[src/rtl/tinyalu_pkg.sv]
// Shared types and constants for the TinyALU responder and its multiplier pipe.
// Optional build macro used by the responder: TINYALU_ERR_EN (adds the err port).
package tinyalu_pkg;

    typedef enum logic [2:0] {
        no_op  = 3'b000,
        add_op = 3'b001,
        and_op = 3'b010,
        xor_op = 3'b011,
        mul_op = 3'b100,
        rst_op = 3'b111
    } operation_t;

    localparam int ALU_W = 8;
    localparam int RES_W = 16;

    // Wide enough for the largest legal latency (MUL_LAT up to 8).
    localparam int CNT_W = 4;

    // Opcodes 000..100 have a defined meaning; everything above is illegal.
    // rst_op is only a stimulus-side marker and carries no hardware meaning.
    function automatic logic is_legal_op(input logic [2:0] op_in);
        return (op_in <= 3'b100);
    endfunction

endpackage

[src/rtl/tinyalu_mul_pipe.sv]
// Unsigned 8x8 multiplier pipeline for the TinyALU responder.
// The product is formed in the first stage and then delayed so the total
// latency from valid_in to valid_out is exactly STAGES clock edges.
// flush drops every in-flight valid bit so an aborted product never surfaces.
module tinyalu_mul_pipe
    import tinyalu_pkg::*;
#(
    parameter int STAGES = 3
)
(
    input  logic             clk,
    input  logic             reset_n,
    input  logic             valid_in,
    input  logic [ALU_W-1:0] a,
    input  logic [ALU_W-1:0] b,
    input  logic             flush,
    output logic             valid_out,
    output logic [RES_W-1:0] prod
);

    logic             valid_r [STAGES];
    logic [RES_W-1:0] prod_r  [STAGES];

    // Stage 0 multiplies, later stages only delay product and valid.
    always_ff @(posedge clk or negedge reset_n) begin
        if (!reset_n) begin
            for (int i = 0; i < STAGES; i++) begin
                valid_r[i] <= 1'b0;
                prod_r[i]  <= '0;
            end
        end else begin
            valid_r[0] <= valid_in & ~flush;
            prod_r[0]  <= {{(RES_W-ALU_W){1'b0}}, a} * {{(RES_W-ALU_W){1'b0}}, b};
            for (int i = 1; i < STAGES; i++) begin
                valid_r[i] <= valid_r[i-1] & ~flush;
                prod_r[i]  <= prod_r[i-1];
            end
        end
    end

    assign valid_out = valid_r[STAGES-1];
    assign prod      = prod_r[STAGES-1];

endmodule

[src/rtl/tinyalu_responder.sv]
// TinyALU responder: device end of the start/done command protocol.
// A rising start captures A/B/op, the result is returned after a fixed
// per-operation latency with a single-cycle done pulse, and the FSM then
// waits for start to drop before accepting the next command.
// Build macro TINYALU_ERR_EN: adds the err output; illegal opcodes then
// complete after one cycle with result 0 and err=1 instead of being ignored.
//
// state | meaning
// IDLE  | waiting for a new command (rising start)
// BUSY  | latency counter running; start dropping here aborts the command
// DRAIN | done has been issued; waiting for start to be released
module tinyalu_responder
    import tinyalu_pkg::*;
#(
    parameter int ALU_LAT = 1,
    parameter int MUL_LAT = 3
)
(
    input  logic             clk,
    input  logic             reset_n,
    input  logic             start,
    input  logic [ALU_W-1:0] A,
    input  logic [ALU_W-1:0] B,
    input  logic [2:0]       op,
    output logic             done,
`ifdef TINYALU_ERR_EN
    output logic             err,
`endif
    output logic [RES_W-1:0] result
);

    typedef enum logic [1:0] {
        IDLE  = 2'b00,
        BUSY  = 2'b01,
        DRAIN = 2'b10
    } state_t;

    state_t           state_q, state_d;
    logic [CNT_W-1:0] cnt_q, cnt_d;
    logic             start_q;
    logic             new_cmd;

    logic [ALU_W-1:0] a_q, a_d;
    logic [ALU_W-1:0] b_q, b_d;
    logic [2:0]       op_q, op_d;

    logic [RES_W-1:0] result_d;
    logic             done_d;
    logic             launch;
    logic             flush;

    logic             pipe_valid;
    logic [RES_W-1:0] pipe_prod;

`ifdef TINYALU_ERR_EN
    logic             err_q, err_d;
`endif

    // A command is only recognised on the first edge start is seen high.
    assign new_cmd = start & ~start_q;

    // Result selection for the captured operation; mul comes from the pipe.
    function automatic logic [RES_W-1:0] alu_calc(input logic [2:0]       op_in,
                                                  input logic [ALU_W-1:0] a_in,
                                                  input logic [ALU_W-1:0] b_in,
                                                  input logic             pv,
                                                  input logic [RES_W-1:0] pp);
        logic [RES_W-1:0] r;
        r = '0;
        case (operation_t'(op_in))
            add_op:  r = {7'b0, ({1'b0, a_in} + {1'b0, b_in})};
            and_op:  r = {8'b0, (a_in & b_in)};
            xor_op:  r = {8'b0, (a_in ^ b_in)};
            mul_op:  r = pv ? pp : '0;
            default: r = '0;
        endcase
        return r;
    endfunction

    tinyalu_mul_pipe #(
        .STAGES (MUL_LAT)
    ) u_mul_pipe (
        .clk       (clk),
        .reset_n   (reset_n),
        .valid_in  (launch),
        .a         (A),
        .b         (B),
        .flush     (flush),
        .valid_out (pipe_valid),
        .prod      (pipe_prod)
    );

    // Next-state, counter, capture and output decisions.
    always_comb begin
        state_d  = state_q;
        cnt_d    = cnt_q;
        a_d      = a_q;
        b_d      = b_q;
        op_d     = op_q;
        result_d = result;
        done_d   = 1'b0;
        launch   = 1'b0;
        flush    = 1'b0;
`ifdef TINYALU_ERR_EN
        err_d    = 1'b0;
`endif
        case (state_q)
            IDLE: begin
                if (new_cmd) begin
                    a_d  = A;
                    b_d  = B;
                    op_d = op;
                    case (operation_t'(op))
                        add_op, and_op, xor_op: begin
                            state_d = BUSY;
                            cnt_d   = CNT_W'(ALU_LAT);
                        end
                        mul_op: begin
                            state_d = BUSY;
                            cnt_d   = CNT_W'(MUL_LAT);
                            launch  = 1'b1;
                        end
                        default: begin
`ifdef TINYALU_ERR_EN
                            if (!is_legal_op(op)) begin
                                state_d = BUSY;
                                cnt_d   = CNT_W'(1);
                            end
`endif
                        end
                    endcase
                end
            end
            BUSY: begin
                // Completion wins on the terminal edge; earlier a low start aborts.
                if (cnt_q == CNT_W'(1)) begin
                    done_d   = 1'b1;
                    result_d = alu_calc(op_q, a_q, b_q, pipe_valid, pipe_prod);
                    state_d  = DRAIN;
`ifdef TINYALU_ERR_EN
                    err_d    = ~is_legal_op(op_q);
`endif
                end else if (!start) begin
                    state_d = IDLE;
                    flush   = 1'b1;
                end else begin
                    cnt_d = cnt_q - CNT_W'(1);
                end
            end
            DRAIN: begin
                if (!start) begin
                    state_d = IDLE;
                end
            end
            default: begin
                state_d = IDLE;
            end
        endcase
    end

    // State, counter, capture and output registers; reset aborts everything.
    always_ff @(posedge clk or negedge reset_n) begin
        if (!reset_n) begin
            state_q <= IDLE;
            cnt_q   <= '0;
            start_q <= 1'b0;
            a_q     <= '0;
            b_q     <= '0;
            op_q    <= '0;
            result  <= '0;
            done    <= 1'b0;
        end else begin
            state_q <= state_d;
            cnt_q   <= cnt_d;
            start_q <= start;
            a_q     <= a_d;
            b_q     <= b_d;
            op_q    <= op_d;
            result  <= result_d;
            done    <= done_d;
        end
    end

`ifdef TINYALU_ERR_EN
    // err is a sibling of done and only ever rises with it.
    always_ff @(posedge clk or negedge reset_n) begin
        if (!reset_n) begin
            err_q <= 1'b0;
        end else begin
            err_q <= err_d;
        end
    end

    assign err = err_q;
`endif

endmodule
[config.mk]
export PLATFORM = sky130hd
export DESIGN_NAME = tinyalu_responder
export DESIGN_NICKNAME = d
export VERILOG_FILES = /design/src/rtl/tinyalu_pkg.sv /design/src/rtl/tinyalu_mul_pipe.sv /design/src/rtl/tinyalu_responder.sv
export SDC_FILE = /design/constraint.sdc
export NUM_CORES = 1
export LEC_CHECK = 0
export BUFFER_PORTS_ARGS = -buffer_cell sky130_fd_sc_hd__buf_2
export CAP_MARGIN = 20
export CELL_PAD_IN_SITES_DETAIL_PLACEMENT = 1
export CELL_PAD_IN_SITES_GLOBAL_PLACEMENT = 2
export CORE_MARGIN = 4
export CORE_UTILIZATION = 25
export CTS_CLUSTER_SIZE = 25
export DETAILED_ROUTE_END_ITERATION = 12
export MAX_ROUTING_LAYER = met4
export PLACE_DENSITY = 0.54
export SETUP_SLACK_MARGIN = 0.3
export SLEW_MARGIN = 20
export SYNTH_ARGS = -nofsm -noshare
export SYNTH_HDL_FRONTEND = slang
export SYNTH_HIERARCHICAL = 1
export SYNTH_SLANG_ARGS = --single-unit
[constraint.sdc]
create_clock -name clk -period 2.5 [get_ports clk]
set_input_delay 0.5 -clock clk [delete_from_list [all_inputs] [get_ports clk]]
set_output_delay 0.5 -clock clk [all_outputs]
set_load 0.01 [all_outputs]
==> results_dict.tcl <==
set metrics [dict create \
    status "complete, but fails checks" \
    violations "setup timing" \
    hpwlAfterDp_mm 10.9 \
    rsz0062_at_grt "true" \
    worstMarginPinSlew_ns 0.530 \
    fin_cells 903 \
    cts_buffers 9 \
    dp_slack_ns -1.61 \
    die_y_um 160 \
    avgViaCountPerCell 4.31 \
    synth_top_flop_cell "dfrtp_1" \
    wl_met2_mm 6.21 \
    leakagePower_nw 3.52 \
    first_pass_iters 4 \
    nets 718 \
    clkSinkCount 94 \
    critPathMaxFanout 4 \
    io_buffers 38 \
    maxCapViolCount 0 \
    ys_ff_latch 94 \
    crit_path_top_delay_cell "fa_1" \
    critPathCaptureType "flop" \
    report.final.slew_viol_count 0 \
    ir_worst_vdd_uv 360 \
    pin_count 39 \
    rrSetupSlack_ns 0.55 \
    syn_avg_cell_area_um2 10.9 \
    slew_headroom_pct 64.6 \
    drc_errors 0 \
    wl_per_cell_um 14.9 \
    post-route-util_pct 31.7 \
    timing.setup.tns_ns -10.76 \
    synth_enable_flop_cells 0 \
    netlist.area_leader.share_pct 40.6 \
    dr.max_layer_used "met4" \
    die_x_um 160 \
    wirelength_mm 13.5 \
    fin_crit_sh_pct 145 \
    hp-class "input pin to async pin" \
    grt_overflow 0 \
    max_stage_delay_ns 0.55 \
    worstPathArrival_ns 3.90 \
    required_ns 2.76 \
    path_clk_slew_ns 0.07 \
    hold_buffers 0 \
    finalSetupViolations 12 \
    core.rowCount 55 \
    grt_usage_pct 11.4 \
    synth-seq-area-share_pct 40.6 \
    synth-compound-area-share_pct 8.00 \
    timing.rr.start "a_q[0]" \
    synthMuxAreaShare_pct 4.02 \
    layout-drive-gt1-share_pct 29.3 \
    synthAdderAreaFrac_pct 22.7 \
    cts_root_buf "clkbuf_16" \
    cp-start-kind "input pin" \
    syn2layout_area_growth_pct 24.3 \
    setup_ws_ns -1.13 \
    syn_area_mm2 0.00579 \
    place_congestion 0.796 \
    synth_top_area_cell "dfrtp_1" \
    drt_iter0_drc 78 \
    htreeDepth 3 \
    grt_pass1_wl_mm 23.5 \
    synthArstFlopShare_pct 100 \
    fill_cells 2513 \
    cpLargestDelayFamily "adder cells" \
    dpl_cell_area_mm2 0.00671 \
    grt_max_degree 54 \
    synth_xor_area_share_pct 2.72 \
    core_area_mm2 0.0227 \
    clock.fmax_mhz 275 \
    synthDistinctLibCells 53 \
    initial_core_util_pct 25.5 \
    syn_inst 533 \
    synth_nets 638 \
    power_density_mw_per_mm2 992 \
    crit_chain "buf_6 > and2_4 > fa_1 > inv_2 > fa_1 > inv_1 > fa_1 > inv_2 > fa_1 > inv_2 > ha_4 > buf_4 > o21a_1 > o211ai_2 > nor3b_2 > xnor2_1" \
    wl_met1_mm 6.80 \
    hold_violations 0 \
    synth-simple-area-share_pct 15.2 \
    ant_nets 0 \
    cpMostUsedCell "fa_1" \
    reg2reg_to "result[4]" \
    placed_cells 885 \
    path_class "input pin to flop" \
    multi_input_comb_area_mm2 0.00324 \
    finalClockSkew_ns 0.00683 \
    die_area_mm2 0.0257 \
    wl_met3_um 267 \
    final_cell_area_mm2 0.00719 \
    synth_common_cells "dfrtp_1 (94), inv_1 (57), nand2_1 (52)" \
    yosysMostFrequentCell "dfrtp_1" \
    antenna_found_initial 0 \
    worstSkewPairLatency_ns 0.34 \
    seq_area_mm2 0.00235 \
    reg2reg_depth 8 \
    grt_pass1_vias 4556 \
    dr_total_vias 3888 \
    clockBufferDepth 2 \
    ys_warn_count 6 \
    synth_top_family_by_area "adder cells" \
    crit_buf_inv 6 \
    min_period_ns 3.63 \
    cts_tree "yes" \
    synth_area_leaders "dfrtp_1 (41%), fa_1 (13%), ha_1 (9.9%)" \
]
-- timing repair --
action                                 4_1_cts  5_1_grt
setup endpoints to repair                   13       17
setup buffers                                2        0
endpoints found under the hold margin        0        0
gates resized for setup                     26       14
pin swaps                                   10       11
-- cells by family (layout without fill, tap and decap cells) --
group / count (synthesis) / count (layout)
buffers and inverters: 85 / 169
other: 0 / 1
xor gates and xnor gates: 18 / 18
adders and majority gates: 83 / 83
AOI/OAI and AO/OA: 67 / 67
muxes: 21 / 21
DFF: 94 / 94
and+or+nand+nor: 165 / 165
-- layout by cell type, fill, tap and decap left out, types with 4 or more instances in the layout --
master     instances
clkbuf_16          9
a21oi_2            6
buf_6             10
buf_4             57
inv_2              8
and2_1            39
ha_1              40
xor2_1             6
nor2b_1            4
a21oi_1           12
mux2_2            18
ha_4               6
a21o_1             4
xnor2_1           12
and2_4             8
buf_2             28
nand2_1           51
fa_1              34
nand3_1           10
dfrtp_1           94
nor2_1            15
a211o_1            4
a22oi_1            5
inv_1             50
o21ai_0           10
and3_1             6
o21a_1             4
nor3_1            11
-- worst reg2reg max path, stage by stage, from the launching register on --
cell and delay, ns:
dfrtp_1 0.35, ha_1 0.21, inv_1 0.07, fa_1 0.42
nor2b_2 0.16, o31ai_1 0.09, xor2_1 0.16, nor4b_2 0.30
a211o_1 0.14
-- worst max path at each step --
stage / endpoint / cells past startpoint / slack (ns) / start
3_5_place_dp: u_mul_pipe/prod_r[47] / 15 / -1.61 / B[7]
4_1_cts: u_mul_pipe/prod_r[47] / 13 / -1.14 / B[4]
5_1_grt: u_mul_pipe/prod_r[47] / 16 / -1.28 / B[2]
6_report: u_mul_pipe/prod_r[44] / 16 / -1.13 / B[2]
3_3_place_gp: u_mul_pipe/prod_r[47] / 15 / -1.58 / B[7]
2_1_floorplan: u_mul_pipe/prod_r[47] / 15 / -1.29 / B[2]
-- power by group --
| group | internal, mW | switching, mW | leakage (nW) |
|---|---|---|---|
| Sequential | 2.05 | 0.247 | 1.16 |
| Clock | 0.881 | 0.595 | 0.150 |
| Combinational | 1.66 | 1.70 | 2.21 |
| Total | 4.59 | 2.54 | 3.52 |
-- per-layer routing --
metal | vias up | track usage [%]
met5 | - | -
met4 | 0 | 3.44
met2 | 45 | 18.1
met3 | 11 | 1.37
li1 | 1897 | -
met1 | 1935 | 15.3
-- state kept, by name, summed over array words and instances (netlist names) --
register and count:
op_q 3, u_mul_pipe/valid_r 2, result 16, b_q 8, a_q 8, u_mul_pipe/prod_r 32
cnt_q 4, start_q 1, u_mul_pipe/valid_out 1, done 1, u_mul_pipe/prod 16, state_q 2
-- metrics by stage --
stage,total power [mW],hold WS (ns)
2_1_floorplan,4.59,0.204
3_3_place_gp,5.47,0.334
3_5_place_dp,5.52,0.336
4_1_cts,7.14,0.0601
5_1_grt,7.76,0.0775
6_report,7.14,0.0555
-- layout make-up --
type	count	share of cell area, %
antenna	1	0.0348
sequential	94	32.7
clock buffer	9	3.13
inverter	58	3.03
clock inverter	6	1.32
tap	285	4.96
multi-input combinational	354	45.1
timing repair buffer	96	9.74
Note: power is estimated with default switching activity, not from simulation.
